[src/rtl/hazard_pkg.sv]
// Shared types for the pipeline hazard controller.
// Holds the scoreboard entry layout and the forward-select width helper.
package hazard_pkg;

    // Register fields are sized for the widest supported register file (8 bits).
    typedef struct packed {
        logic       valid;
        logic [7:0] rd;
        logic       wr;
        logic       load;
        logic [7:0] rs1;
        logic [7:0] rs2;
        logic       use1;
        logic       use2;
    } sb_entry_t;

    function automatic int fwd_w(input int depth);
        return (depth < 2) ? 1 : $clog2(depth);
    endfunction

endpackage

[src/rtl/pipe_hazard_ctrl_sb_match.sv]
// Youngest-producer priority encoder over a scoreboard window.
// Reports the lowest stage index at or above FIRST that writes the source.
module sb_match
    import hazard_pkg::*;
#(
    parameter int DEPTH = 3,
    parameter int FIRST = 0,
    parameter int FW    = 2
) (
    input  logic [DEPTH-1:0]      valid_i,
    input  logic [DEPTH-1:0]      wr_i,
    input  logic [DEPTH-1:0]      load_i,
    input  logic [DEPTH-1:0][7:0] rd_i,
    input  logic [7:0]            src_i,
    input  logic                  use_i,
    output logic                  hit_o,
    output logic [FW-1:0]         idx_o,
    output logic                  load_o
);

    // Scan oldest to youngest so the youngest match is the last one written.
    always_comb begin
        hit_o  = 1'b0;
        idx_o  = '0;
        load_o = 1'b0;
        for (int k = DEPTH - 1; k >= FIRST; k--) begin
            if (use_i && valid_i[k] && wr_i[k] && (rd_i[k] == src_i)) begin
                hit_o  = 1'b1;
                idx_o  = FW'(k);
                load_o = load_i[k];
            end
        end
    end

endmodule

[src/rtl/pipe_hazard_ctrl.sv]
// Stall, flush and forwarding control for an in-order pipeline.
// Tracks post-ID instructions in a shift-register scoreboard.
module pipe_hazard_ctrl
    import hazard_pkg::*;
#(
    parameter int DEPTH      = 3,
    parameter int LOAD_STAGE = 2,
    parameter int RF_ADDRESS = 5,
    parameter int CNT_W      = 32
) (
    input  logic                    clk,
    input  logic                    reset,
    input  logic                    id_valid,
    input  logic [RF_ADDRESS-1:0]   id_rs1,
    input  logic [RF_ADDRESS-1:0]   id_rs2,
    input  logic [RF_ADDRESS-1:0]   id_rd,
    input  logic                    id_use1,
    input  logic                    id_use2,
    input  logic                    id_regwrite,
    input  logic                    id_is_load,
    input  logic                    ex_redirect,
    input  logic                    ex_busy,
    output logic                    stall_fetch,
    output logic                    stall_decode,
    output logic                    flush_decode,
    output logic                    bubble_ex,
    output logic [fwd_w(DEPTH)-1:0] fwd_sel_a,
    output logic [fwd_w(DEPTH)-1:0] fwd_sel_b,
    output logic [CNT_W-1:0]        stall_cnt,
    output logic [CNT_W-1:0]        flush_cnt
);

    localparam int FW = fwd_w(DEPTH);

    sb_entry_t sb_q [DEPTH];
    sb_entry_t sb_d [DEPTH];
    sb_entry_t id_ent;

    logic [DEPTH-1:0]      v_vec;
    logic [DEPTH-1:0]      wr_vec;
    logic [DEPTH-1:0]      ld_vec;
    logic [DEPTH-1:0][7:0] rd_vec;

    logic          ih1, ih2, il1, il2;
    logic [FW-1:0] ii1, ii2;
    logic          eh1, eh2, el1, el2;
    logic [FW-1:0] ei1, ei2;

    logic load_use, busy, redir, lu;
    logic rdy_a, rdy_b;

    logic [CNT_W-1:0] stall_cnt_q, stall_cnt_d;
    logic [CNT_W-1:0] flush_cnt_q, flush_cnt_d;

    logic unused_tail;

    // Fields of the oldest entry that only matter while it is still shifting.
    assign unused_tail = ^{sb_q[DEPTH-1].rs1, sb_q[DEPTH-1].rs2,
                           sb_q[DEPTH-1].use1, sb_q[DEPTH-1].use2};

    // Pack the ID fields into a scoreboard entry; x0 is never a real write.
    always_comb begin
        id_ent       = '0;
        id_ent.valid = id_valid;
        id_ent.rd    = 8'(id_rd);
        id_ent.wr    = id_regwrite && (id_rd != '0);
        id_ent.load  = id_is_load;
        id_ent.rs1   = 8'(id_rs1);
        id_ent.rs2   = 8'(id_rs2);
        id_ent.use1  = id_use1;
        id_ent.use2  = id_use2;
    end

    // Flatten the producer fields for the match encoders.
    always_comb begin
        for (int k = 0; k < DEPTH; k++) begin
            v_vec[k]  = sb_q[k].valid;
            wr_vec[k] = sb_q[k].wr;
            ld_vec[k] = sb_q[k].load;
            rd_vec[k] = sb_q[k].rd;
        end
    end

    sb_match #(.DEPTH(DEPTH), .FIRST(0), .FW(FW)) u_id1 (
        .valid_i(v_vec), .wr_i(wr_vec), .load_i(ld_vec), .rd_i(rd_vec),
        .src_i(8'(id_rs1)), .use_i(id_valid && id_use1),
        .hit_o(ih1), .idx_o(ii1), .load_o(il1)
    );

    sb_match #(.DEPTH(DEPTH), .FIRST(0), .FW(FW)) u_id2 (
        .valid_i(v_vec), .wr_i(wr_vec), .load_i(ld_vec), .rd_i(rd_vec),
        .src_i(8'(id_rs2)), .use_i(id_valid && id_use2),
        .hit_o(ih2), .idx_o(ii2), .load_o(il2)
    );

    sb_match #(.DEPTH(DEPTH), .FIRST(1), .FW(FW)) u_ex1 (
        .valid_i(v_vec), .wr_i(wr_vec), .load_i(ld_vec), .rd_i(rd_vec),
        .src_i(sb_q[0].rs1), .use_i(sb_q[0].valid && sb_q[0].use1),
        .hit_o(eh1), .idx_o(ei1), .load_o(el1)
    );

    sb_match #(.DEPTH(DEPTH), .FIRST(1), .FW(FW)) u_ex2 (
        .valid_i(v_vec), .wr_i(wr_vec), .load_i(ld_vec), .rd_i(rd_vec),
        .src_i(sb_q[0].rs2), .use_i(sb_q[0].valid && sb_q[0].use2),
        .hit_o(eh2), .idx_o(ei2), .load_o(el2)
    );

    // Hazard resolution: busy beats redirect beats load-use; reset masks all.
    always_comb begin
        load_use = (ih1 && il1 && (int'(ii1) < LOAD_STAGE - 1)) ||
                   (ih2 && il2 && (int'(ii2) < LOAD_STAGE - 1));
        busy  = ex_busy;
        redir = ex_redirect && !ex_busy;
        lu    = load_use && !busy && !redir;
        rdy_a = eh1 && (!el1 || (int'(ei1) >= LOAD_STAGE));
        rdy_b = eh2 && (!el2 || (int'(ei2) >= LOAD_STAGE));
        stall_fetch  = !reset && (busy || lu);
        stall_decode = !reset && (busy || lu);
        flush_decode = !reset && redir;
        bubble_ex    = !reset && (redir || lu);
        fwd_sel_a    = (!reset && rdy_a) ? ei1 : '0;
        fwd_sel_b    = (!reset && rdy_b) ? ei2 : '0;
    end

    // Scoreboard next state: shift by default, hold EX on busy, bubble on hazard.
    always_comb begin
        sb_d[0] = id_ent;
        for (int k = 1; k < DEPTH; k++) begin
            sb_d[k] = sb_q[k-1];
        end
        if (busy) begin
            sb_d[0] = sb_q[0];
            sb_d[1] = '0;
        end else if (redir || lu) begin
            sb_d[0] = '0;
        end
    end

    // Saturating performance counters.
    always_comb begin
        stall_cnt_d = stall_cnt_q;
        flush_cnt_d = flush_cnt_q;
        if (stall_fetch && (stall_cnt_q != '1)) begin
            stall_cnt_d = stall_cnt_q + 1'b1;
        end
        if (flush_decode && (flush_cnt_q != '1)) begin
            flush_cnt_d = flush_cnt_q + 1'b1;
        end
    end

    // State registers with synchronous reset.
    always_ff @(posedge clk) begin
        if (reset) begin
            for (int k = 0; k < DEPTH; k++) begin
                sb_q[k] <= '0;
            end
            stall_cnt_q <= '0;
            flush_cnt_q <= '0;
        end else begin
            for (int k = 0; k < DEPTH; k++) begin
                sb_q[k] <= sb_d[k];
            end
            stall_cnt_q <= stall_cnt_d;
            flush_cnt_q <= flush_cnt_d;
        end
    end

    assign stall_cnt = stall_cnt_q;
    assign flush_cnt = flush_cnt_q;

endmodule
[config.mk]
export PLATFORM = sky130hd
export DESIGN_NAME = pipe_hazard_ctrl
export DESIGN_NICKNAME = d
export VERILOG_FILES = /design/src/rtl/hazard_pkg.sv /design/src/rtl/pipe_hazard_ctrl_sb_match.sv /design/src/rtl/pipe_hazard_ctrl.sv
export SDC_FILE = /design/constraint.sdc
export NUM_CORES = 1
export LEC_CHECK = 0
export CORE_UTILIZATION = 25
export CTS_CLUSTER_SIZE = 12
export DETAILED_ROUTE_END_ITERATION = 10
export GPL_ROUTABILITY_DRIVEN = 0
export PLACE_DENSITY = 0.44
export SLEW_MARGIN = 20
export SYNTH_ARGS = -nofsm -noshare
export SYNTH_HDL_FRONTEND = slang
export SYNTH_SLANG_ARGS = --single-unit
[constraint.sdc]
create_clock -name clk -period 3.8 [get_ports clk]
set_clock_uncertainty 0.15 [all_clocks]
set_input_delay 0.38 -clock clk [delete_from_list [all_inputs] [get_ports clk]]
set_output_delay 0.38 -clock clk [all_outputs]
set_load 0.005 [all_outputs]
==> reports/qor.yml <==
outcome: "finished with violations"
max_freq_mhz: 341
fin_setup_tns_ns: 0
synth_seq_area_share: 0.421
drtIter0Drc: 144
hpwl_um: 8910
nNetsFinal: 638
startpoint_type: "input port"
post_cts_buffers: 0
finalPower_mw: 2.07
rsz0062_at_grt: "false"
layout_min_cycle_time_ns: 2.93
cts_hold_buf: 0
fin_crit_sh: 0.772
final_core_util: 0.338
power_density_nw_per_um2: 336
worstHoldStart: "sb_q[0][48]"
grt_max_degree: 50
io_buffer_count: 95
arrival_ns: 2.40
area_delta_synth_final_pct: 30.7
top_level_ports: 96
fillerInstances: 1882
grt_pass1_wl_um: 20200
peakVddDrop_mv: 0.203
wl_per_cell_um: 14.7
synthFlopType: "dfxtp_1"
worstSetupPathType: "input port to output pin"
die_x_um: 139
dpl_worst_slack_ns: 0.784
stdcell_area_um2: 6150
die-area_um2: 19400
finalSetupViolCount: 0
synth_top_area_cell: "dfxtp_1"
grt_use_total: 0.130
clock-sinks: 99
fin_ws_ns: 0.866
vias: 4119
worstSkewPairLatency_ns: 0.35
synth_top_area_frac: 0.421
core_area_um2: 18200
drive_above_1_share: 0.0746
dp.cells: 830
clockBufferDepth: 2
synth_area_um2: 4710
first_pass_iters: 8
cts_tree: "built"
critPathMaxFanout: 2
drv_cap: 0
start_util: 0.259
synth-seq-cells: 99
crit_start: "id_rs1[4]"
root_buffer: "clkbuf_16"
syn_inst: 527
row_count: 49
die_h_um: 139
synth-edff-count: 0
htree_levels: 3
report.final.slew_viol_count: 0
max-slew-margin-rel: 0.511
worst-endpoint-required_ns: 3.27
ys_top_cells_by_area: "dfxtp_1 (42%), xnor2_1 (5.6%), xor2_1 (5.4%), nor2_1 (4.9%), a22o_1 (3.7%)"
hold_slack_ns: 0.318
drt-total-wl_um: 12400
synth_nets: 553
worst_pin_slew_ns: 0.734
gr-total-overflow: 0
ys_types: 46
placed_area_um2: 5870
n_antenna_cell: 0
antenna_found_initial: 0
final_cells: 846
clkTransAtPathRegs_ns: 0.07
avgSynthCellArea_um2: 8.93
synth-async-reset-ratio: 0
violations: "DRC"
rr_startpoint: "stall_cnt[14]"
hold_path.class: "flop to flop"
via_per_inst: 4.87
synth_common_cells: "dfxtp_1 (99), nor2_1 (61), xnor2_1 (30), nand2_1 (29), xor2_1 (29)"
yosysMostFrequentCell: "dfxtp_1"
grt_pass1_vias: 3880
drc_errors: 7
cts_buffers: 9
end_kind: "output pin"
final_antenna_net_count: 0
yosys_warnings: 0
cts_resized: 0
leakage_nw: 2.08
finalHoldViolations: 0
cell usage in the layout, fill, tap and decap left out, drive strengths merged, types with 17 or more instances in the layout:
cell,synthesis,final
a22o,20,20
nand2,29,29
clkdlybuf4s50,0,94
xnor2,30,30
nor2,61,61
dfxtp,99,99
nand3,28,28
xor2,29,29
nor2b,22,22
nand4,25,25
nor3,18,18
nor4,17,17
state kept, by name, summed over array words and instances (netlist names):
name and count:
sb_q 35, stall_cnt 32, flush_cnt 32
area by class of cell:
type                       count  area (um2)  area share
multi-input combinational    392        2570       0.418
sequential                    99        1980       0.322
timing repair buffer         101         991       0.161
tap                          229         287      0.0466
clock buffer                  10         239      0.0388
clock inverter                 6        47.5     0.00773
inverter                       9        33.8     0.00549
per-layer routing:
layer | wire length, um | up-vias | track usage
li1 | - | 2073 | -
met1 | 5990 | 1953 | 0.174
met2 | 5720 | 78 | 0.204
met3 | 490 | 15 | 0.0227
met4 | 220 | 0 | 0.0591
met5 | 0 | - | 0
cells by family after synthesis:
group | share of synthesized area
fa+ha+maj | 0.00531
mux | 0.0359
xor+xnor | 0.110
simple gates | 0.291
flops | 0.421
compound gates | 0.102
buf+inv | 0.0353
path summary, 6_finish.rpt:
path | end | slack (ns) | cells past startpoint
max reg2reg | stall_cnt[19] | 1.17 | 6
min | sb_q[0][77] | 0.32 | 1
max | bubble_ex | 0.87 | 7
min reg2reg | sb_q[0][77] | 0.32 | 1
worst max-delay path, cell delays in order:
cell and delay, ns:
clkdlybuf4s50_1 0.44, xor2_1 0.15, nor4_1 0.32, a22o_1 0.28
a31oi_1 0.13, nor3_1 0.17, clkdlybuf4s50_1 0.53
power by group:
group | internal, mW | switching [mW]
registers | 1.05 | 0.0167
logic | 0.0555 | 0.0592
clock network | 0.467 | 0.422
Power figures use the tool's default switching activity.
